[src/rtl/ysyx_bus_rd_sched.sv]
// Read-channel scheduler: shares one AXI4 AR/R channel between IFU fetches and LSU loads,
// LSU-first arbitration with IFU anti-starvation, single-beat reads and a read watchdog.
module ysyx_bus_rd_sched #(
  parameter int unsigned ADDR_W     = 32,
  parameter int unsigned DATA_W     = 32,
  parameter int unsigned STARVE_MAX = 4,
  parameter int unsigned TO_W       = 8
) (
  input  logic              clk,
  input  logic              rst,
  input  logic              ifu_valid,
  input  logic [ADDR_W-1:0] ifu_addr,
  output logic              ifu_ready,
  input  logic              lsu_valid,
  input  logic [ADDR_W-1:0] lsu_addr,
  input  logic [2:0]        lsu_size,
  output logic              lsu_ready,
  output logic [DATA_W-1:0] rsp_data,
  output logic              ifu_done,
  output logic              lsu_done,
  output logic              rsp_err,
  output logic [ADDR_W-1:0] m_araddr,
  output logic [2:0]        m_arsize,
  output logic              m_arvalid,
  input  logic              m_arready,
  input  logic [63:0]       m_rdata,
  input  logic [1:0]        m_rresp,
  input  logic              m_rvalid,
  output logic              m_rready
);

  typedef enum logic [1:0] {
    S_IDLE,
    S_AR,
    S_R
  } state_t;

  localparam int unsigned     SC_W    = $clog2(STARVE_MAX + 1);
  localparam logic [SC_W-1:0] SC_MAX  = SC_W'(STARVE_MAX);
  localparam logic [TO_W-1:0] WD_ONES = '1;
  localparam logic [TO_W-1:0] WD_LAST = WD_ONES - TO_W'(1);

  state_t            r_state;
  logic              r_owner_lsu;
  logic [ADDR_W-1:0] r_addr;
  logic [2:0]        r_size;
  logic [SC_W-1:0]   r_starve_cnt;
  logic [TO_W-1:0]   r_wdog;
  logic [DATA_W-1:0] r_rsp_data;
  logic              r_ifu_done;
  logic              r_lsu_done;
  logic              r_rsp_err;

  logic              w_starved;
  logic              w_grant_lsu;
  logic              w_grant_ifu;
  logic [2:0]        w_lsu_size;
  logic [31:0]       w_word;
  logic [31:0]       w_shifted;
  logic              w_wd_exp;

  assign w_starved  = (r_starve_cnt == SC_MAX);
  assign w_lsu_size = (lsu_size > 3'd2) ? 3'd2 : lsu_size;
  assign w_word     = r_addr[2] ? m_rdata[63:32] : m_rdata[31:0];
  assign w_shifted  = w_word >> {r_addr[1:0], 3'b000};
  // Expiry is a threshold so a late AR handshake at the last count cannot wrap the counter in R.
  assign w_wd_exp   = (r_wdog >= WD_LAST);

  always_comb begin
    w_grant_lsu = 1'b0;
    w_grant_ifu = 1'b0;
    if (r_state == S_IDLE && !rst) begin
      if (lsu_valid && !(ifu_valid && w_starved)) w_grant_lsu = 1'b1;
      else if (ifu_valid)                         w_grant_ifu = 1'b1;
    end
  end

  always_ff @(posedge clk) begin
    if (rst) begin
      r_state      <= S_IDLE;
      r_owner_lsu  <= 1'b0;
      r_addr       <= '0;
      r_size       <= '0;
      r_starve_cnt <= '0;
      r_wdog       <= '0;
      r_rsp_data   <= '0;
      r_ifu_done   <= 1'b0;
      r_lsu_done   <= 1'b0;
      r_rsp_err    <= 1'b0;
    end else begin
      r_ifu_done <= 1'b0;
      r_lsu_done <= 1'b0;
      case (r_state)
        S_IDLE: begin
          if (w_grant_lsu || w_grant_ifu) begin
            r_owner_lsu <= w_grant_lsu;
            r_addr      <= w_grant_lsu ? lsu_addr : ifu_addr;
            r_size      <= w_grant_lsu ? w_lsu_size : 3'd2;
            r_wdog      <= '0;
            r_state     <= S_AR;
            if (w_grant_ifu)
              r_starve_cnt <= '0;
            else if (ifu_valid && !w_starved)
              r_starve_cnt <= r_starve_cnt + SC_W'(1);
          end
        end
        S_AR: begin
          if (m_arready) begin
            r_state <= S_R;
            if (!w_wd_exp) r_wdog <= r_wdog + TO_W'(1);
          end else if (w_wd_exp) begin
            r_rsp_data <= '0;
            r_rsp_err  <= 1'b1;
            r_ifu_done <= !r_owner_lsu;
            r_lsu_done <= r_owner_lsu;
            r_state    <= S_IDLE;
          end else begin
            r_wdog <= r_wdog + TO_W'(1);
          end
        end
        S_R: begin
          if (m_rvalid) begin
            r_rsp_data <= DATA_W'(w_shifted);
            r_rsp_err  <= (m_rresp != 2'b00);
            r_ifu_done <= !r_owner_lsu;
            r_lsu_done <= r_owner_lsu;
            r_state    <= S_IDLE;
          end else if (w_wd_exp) begin
            r_rsp_data <= '0;
            r_rsp_err  <= 1'b1;
            r_ifu_done <= !r_owner_lsu;
            r_lsu_done <= r_owner_lsu;
            r_state    <= S_IDLE;
          end else begin
            r_wdog <= r_wdog + TO_W'(1);
          end
        end
        default: r_state <= S_IDLE;
      endcase
    end
  end

  assign ifu_ready = w_grant_ifu;
  assign lsu_ready = w_grant_lsu;
  assign rsp_data  = r_rsp_data;
  assign ifu_done  = r_ifu_done;
  assign lsu_done  = r_lsu_done;
  assign rsp_err   = r_rsp_err;
  assign m_araddr  = r_addr;
  assign m_arsize  = r_size;
  assign m_arvalid = (r_state == S_AR);
  assign m_rready  = (r_state == S_R);

endmodule

[config.mk]
export PLATFORM = sky130hd
export DESIGN_NAME = ysyx_bus_rd_sched
export DESIGN_NICKNAME = d
export VERILOG_FILES = /design/src/rtl/ysyx_bus_rd_sched.sv
export SDC_FILE = /design/constraint.sdc
export NUM_CORES = 1
export LEC_CHECK = 0
export BUFFER_PORTS_ARGS = -buffer_cell sky130_fd_sc_hd__buf_4
export CAP_MARGIN = 20
export CORE_UTILIZATION = 46
export CTS_CLUSTER_SIZE = 16
export DETAILED_ROUTE_END_ITERATION = 8
export PLACE_DENSITY_LB_ADDON = 0.05
export SYNTH_ARGS = -nofsm -noshare
export SYNTH_HDL_FRONTEND = slang
export SYNTH_SLANG_ARGS = --single-unit
[constraint.sdc]
create_clock -name clk -period 2.3 [get_ports clk]
set_clock_uncertainty 0.15 [all_clocks]
set_input_delay 0.115 -clock clk [delete_from_list [all_inputs] [get_ports clk]]
set_output_delay 0.115 -clock clk [all_outputs]
set_load 0.05 [all_outputs]
# After elaboration in Yosys (flattened, before gate mapping)
# Index checks and enable logic that the tools add are counted.
# totals
mem_bits_rw	0
register_bits	84
elab_cells	75
n_memories	0
out_inout_bits	74
mem_bits_ro	0
inputBits	139
latch_bits	0
# op_classes
n_bitwise	0
n_mux	36
div	0
n_lt_le_gt_ge	2
n_mul	0
shift	1
n_eq_ne	6
add_sub_neg	2
n_reduce_logical	18
# ops
operator	n
two-way mux 32 bit	5
one-hot mux 32 bit (2 select lines)	1
>> shifter 32 x 5 -> 32 bit	1
two-way mux 8 bit	3
one-hot mux 8 bit (3 select lines)	1
two-way mux 1 bit	14
two-way mux 3 bit	4
adder 8 x 1 -> 8 bit, second input constant	1
greater-or-equal comparator 8 bit, second input constant	1
two-way mux 2 bit	4
one-hot mux 1 bit (2 select lines)	3
one-hot mux 2 bit (3 select lines)	1
AND reduction 3 bit	2
nonzero test 2 bit	3
logical AND 1 bit	4
zero test 1 bit	4
!= test 2 bit, second input constant	2
AND reduction 2 bit	2
adder 3 x 1 -> 3 bit, second input constant	1
== test 3 bit, second input constant	1
greater-than comparator 3 x 2 -> 1 bit, second input constant	1
nonzero test 3 bit	1
== test 2 x 1 -> 1 bit, second input constant	1
== test 2 bit, second input constant	1
other kinds (3)	3

# Longest topological paths before layout
# depth
ltp_word	9
depth_mapped	9
ltp_nobuf	7

# Worst setup path before layout
# OpenSTA, ideal clock, no wires.
# synth_path
kind	reg-to-reg
from	register r_state[1]
to	register r_addr[29], in the netlist m_araddr[29]
stages_incl_launch_ff	8
arrival_time_ns	2.009
slack_ns	0.071
period_less_slack_ns	2.229
path_buffers	1
required_ns	2.079
setup_ns	0.071
path_cell_list	dfxtp_1 -> inv_1 -> ha_1 -> nor2b_1 -> buf_4 -> nand2_2 -> a21oi_1 -> o2bb2ai_1
# synth_between
elab_chain_cells	5
# synth_rtl
item	line_no	rtl
start: declaration	43	state_t r_state;
start signal: assignment	80	r_state <= S_IDLE;
start signal: assignment	100	r_state <= S_AR;
start signal: assignment	109	r_state <= S_R;
zero test 2 bit	72	if (r_state == S_IDLE && !rst) begin
logical AND 1 bit	72	
two-way mux 1 bit	72	
net ifu_ready	13	output logic ifu_ready,
logical OR 1 bit	95	if (w_grant_lsu || w_grant_ifu) begin
AND reduction 2 bit (no source line)	-	
end signal: assignment	97	r_addr <= w_grant_lsu ? lsu_addr : ifu_addr;
end: declaration	45	logic [ADDR_W-1:0] r_addr;
# The timed path passes the listed nets, and every way through them passes these cells.
# A chain may end at the register's enable or synchronous reset.

# Worst setup path in the final report
# layout_path
from	register r_addr[2], in the netlist m_araddr[2]
to	register r_rsp_data[0], in the netlist rsp_data[0]
# layout_between
elab_chain_cells	4
# layout_rtl
item	line_no	rtl
two-way mux 32 bit	64	assign w_word = r_addr[2] ? m_rdata[63:32] : m_rdata[31:0];
>> shifter 32 x 5 -> 32 bit	65	assign w_shifted = w_word >> {r_addr[1:0], 3'b000};
two-way mux 32 bit	122	if (m_rvalid) begin
one-hot mux 32 bit (2 select lines)	93	case (r_state)
end signal: assignment	123	r_rsp_data <= DATA_W'(w_shifted);
end: declaration	49	logic [DATA_W-1:0] r_rsp_data;
# No other way between the ends.

==> run summary <==
The flow ran to the end, and the final reports show no timing, DRC or antenna violations. For this run, the detailed router's first-pass iteration total came to 5. The layer flagged by global routing as most heavily used is met2. The switching power total came out at around 0.0014 W. The tightest slew margin relative to the limit came out at 0.479. The maximum clock frequency is about 470 MHz.

Entering global routing, the biggest net connects between 60 and 70 pins. The synthesized flop and latch total came out at 84. The number of enable-type register cells in the synthesized netlist came out at 0. In this run the count of I/O pins placed on the die edge is approximately 210.

The number of different library cells used by synthesis comes to 64. The number of max-cap violations came out at 0. The proportion of synthesized chip area in sequential cells came out at 0.389. CTS built an H-tree with a depth of 3. The worst min-delay path class is input pin to register. The part of the power in registers is 0.400.

The setup TNS is 0 ns. The library cells used most frequently in the layout, excluding fill and tap cells, are 228 x sky130_fd_sc_hd__buf_4, 86 x sky130_fd_sc_hd__nand2_1, 85 x sky130_fd_sc_hd__dlygate4sd3_1, 83 x sky130_fd_sc_hd__dfxtp_1, 53 x sky130_fd_sc_hd__nor2_1. The transition time at the pin with the least slew margin is about 0.8 ns. The initial antenna violation count came out at 0. STA classifies the critical path endpoint as a register. The count of nets left with antenna violations once routing finished came out at 0. The worst register-to-register path has a depth of 4. STA puts the critical path data arrival time at ~2.2 ns. Dividing the final minimum period by the clock period gives 0.928. For met2 alone, demand over resource in global routing was 0.547. The number of warnings reported in the yosys synthesis log came out at 0. Counting every instance in the synthesized netlist gives around 500.

The final weighted congestion in routability-driven placement came out at ~0.84. The core outline area is 9150 µm². The clock latency on the worst-skew pair is between 0.3 and 0.4 ns. During placement, the flow inserted port buffers numbering around 210.

The total count of hold-check failures in the final report came out at 0. The switching power as a share of total power came out at 0.345. The final cell count without fillers came out at a little over 900. Walking the worst path, the cells encountered are buf_4 > mux2i_1 > a21oi_1 > a221o_1. The setup fix buffers added after clock tree synthesis came out at 0.

The clock network fraction of design power is 0.275. After floorplanning, the core was divided into 35 placement rows. The total nets after synthesis came out at between 600 and 700. The overall die area is between 9000 and 10000 µm².

Clock tree synthesis selected as its root buffer the cell sky130_fd_sc_hd__clkbuf_8. The post-route worst setup slack came out at about 0.17 ns. The placed cell count came out at between 800 and 900. Buffers inserted during clock tree synthesis total 9.

Setup repair after global routing left no endpoint under its margin. The power density normalized to cell area came out at 572 nW/µm². The number of global-route vias before repair came out at about 5000.

The initial cell density of the core is 0.472. The residual DRC count is 0. The total track usage came out at 0.317. Leaving out fill and tap cells, the most frequent cell in the layout is sky130_fd_sc_hd__buf_4. The tree built by TritonCTS fans out to between 80 and 90 sinks. The final hold slack came out at just under 0.008 ns. Setup violations remaining at the end of the flow were counted as 0. The largest individual stage delay along the critical path comes from the cell sky130_fd_sc_hd__dfxtp_2. The data required time of the worst path came out at 2.39 ns. The share of total power dissipated in combinational logic is 0.326. The sequential cell area in the final layout is between 1500 and 2000 µm². The wire length of the first global-routing pass came out at 24800 µm. The mean routed wirelength per cell is 17.6 µm. The die extent in y is 99.0 µm.

Detailed placement finished with a half-perimeter wire length of about 10000 µm. Summing all multi-input logic gate instances after layout gives about 2400 µm². The TritonCTS clock tree is yes. The instance count along the most critical hold path is 3.

The final wirelength is 15900 µm. The internal power came out at about 0.0027 W. The layout overhead on the synthesized area came out at 64.3%. The average instance area after synthesis came out at between 8 and 9 µm². For met3 alone, demand over resource in global routing was 0.0674.

Using the TritonRoute via totals, the vias-per-cell ratio works out to around 5.7. For this block, the initial DRC count from the detailed router was 233. The cell area after synthesis came out at ~4300 µm². The peak fanout along the critical path is 20.

For this run the aggregate overflow at the end of global routing stands at 0. The detailed router placed between 5000 and 6000 vias in this run. For this run, the post-layout net count is between 900 and 1000. The met1 capacity usage during global routing is 0.374. The minimum period implied by the final worst setup slack came out at roughly 2.1 ns. The deepest clock path buffer count is 2. The peak ir drop on the vdd network is roughly 0.44 mV. The count of inserted antenna diode cells came out at 0. The die is between 90 and 100 µm wide. The number of max-slew violations in the final report came out at 0. The most used flip-flop cell after synthesis is sky130_fd_sc_hd__dfxtp_1. The critical path's largest stage delay came out at 0.69 ns. After clock tree synthesis, the clock-pin slew on the worst setup and hold paths is 0.09 ns. Of the cells placed in the final design, the portion with a size suffix greater than 1 is 0.334.

The analysis attributes to cell leakage a power of slightly above 3 nW. The layout has 616 filler cells. The worst setup path is launched from a register. The share of synthesized flip-flops with an asynchronous set or reset came out at 0. The critical path is of the register to register type.

The pre-CTS worst setup slack came out at between 0.1 and 0.15 ns.
## layer usage
layer,vias to the layer above,wire length (µm)
met4,0,699
met2,265,7810
met5,-,0
met3,65,1250
met1,2400,6180
li1,2422,-
## kinds of logic after synthesis
kind of cell / synth area share
AND/OR/NAND/NOR: 0.208
AO/OA/AOI/OAI: 0.240
flip-flops: 0.389
buffers and inverters: 0.0512
multiplexers: 0.0885
adder cells (fa/ha/maj): 0.0231
## per-stage QoR
step / util / area (µm²) / power [W]
2_1_floorplan: - / 4320 / 0.00237
3_5_place_dp: 0.659 / 6030 / 0.00281
5_1_grt: 0.776 / 7100 / 0.00423
4_1_cts: 0.775 / 7090 / 0.00403
6_report: 0.776 / 7100 / 0.00406
3_3_place_gp: 0.659 / 6030 / 0.00280
## state kept, by name, summed over array words and instances (netlist names)
register	flops
r_state	2
ifu_done	1
m_araddr	32
rsp_data	32
lsu_done	1
r_wdog	8
r_starve_cnt	3
m_arsize	3
rsp_err	1
r_owner_lsu	1
## path summary, 6_finish.rpt
| kind | start | end | slack, ns |
|---|---|---|---|
| max | m_araddr[2] | rsp_data[0] | 0.17 |
| min reg2reg | rsp_data[12] | rsp_data[12] | 0.32 |
| min | m_rdata[63] | rsp_data[31] | 0.008 |
| max reg2reg | m_araddr[2] | rsp_data[0] | 0.17 |
## final cells by class
type                    count  area share
repair buffers            315       0.366
multi-input cells         372       0.343
flip-flops and latches     84       0.237
well taps                 111      0.0195
clock buffers              10      0.0194
clock inverters             6      0.0100
inverters                  10     0.00528
## synthesized netlist by cell type, types with 3 or more instances
cell / count / area, µm²
sky130_fd_sc_hd__o21ai_0: 12 / 60.1
sky130_fd_sc_hd__nor3_1: 3 / 15.0
sky130_fd_sc_hd__a211oi_1: 8 / 60.1
sky130_fd_sc_hd__a311oi_1: 31 / 272
sky130_fd_sc_hd__nor2b_1: 11 / 68.8
sky130_fd_sc_hd__nand3_1: 6 / 30.0
sky130_fd_sc_hd__nand2b_1: 5 / 31.3
sky130_fd_sc_hd__buf_1: 3 / 11.3
sky130_fd_sc_hd__a221o_1: 7 / 70.1
sky130_fd_sc_hd__nor4bb_1: 7 / 70.1
sky130_fd_sc_hd__a21oi_1: 23 / 115
sky130_fd_sc_hd__dfxtp_1: 84 / 1680
sky130_fd_sc_hd__o2bb2ai_1: 19 / 166
sky130_fd_sc_hd__o22ai_1: 8 / 50.1
sky130_fd_sc_hd__buf_4: 7 / 52.6
sky130_fd_sc_hd__buf_2: 18 / 90.1
sky130_fd_sc_hd__ha_1: 8 / 100
sky130_fd_sc_hd__mux2i_1: 36 / 360
sky130_fd_sc_hd__nand2_1: 86 / 323
sky130_fd_sc_hd__clkbuf_1: 8 / 30.0
sky130_fd_sc_hd__nor2_1: 53 / 199
sky130_fd_sc_hd__inv_1: 9 / 33.8
## worst max-delay path: cells and delay by family (launching register included)
family	cells	cell delay, ns
buffers and inverters	1	0.32
flip-flops	1	0.69
AO/OA/AOI/OAI	2	0.48
multiplexers	1	0.38
## repair_timing
item / CTS / global route
endpoints found under the hold margin: 44 / 0
endpoints found under the setup margin: 1 / 4
hold buffers: 85 / 0
gates resized for setup: 1 / 3
## power by group through the flow
stage               logic (W)  registers [W]  clock network, W
finish                0.00132        0.00162           0.00112
global route          0.00140        0.00164           0.00120
CTS                   0.00129        0.00162           0.00113
detailed placement    0.00116        0.00165                 0
global placement      0.00115        0.00165                 0
floorplan            0.000510        0.00186                 0
No activity file was read; power rests on OpenSTA's default activity.
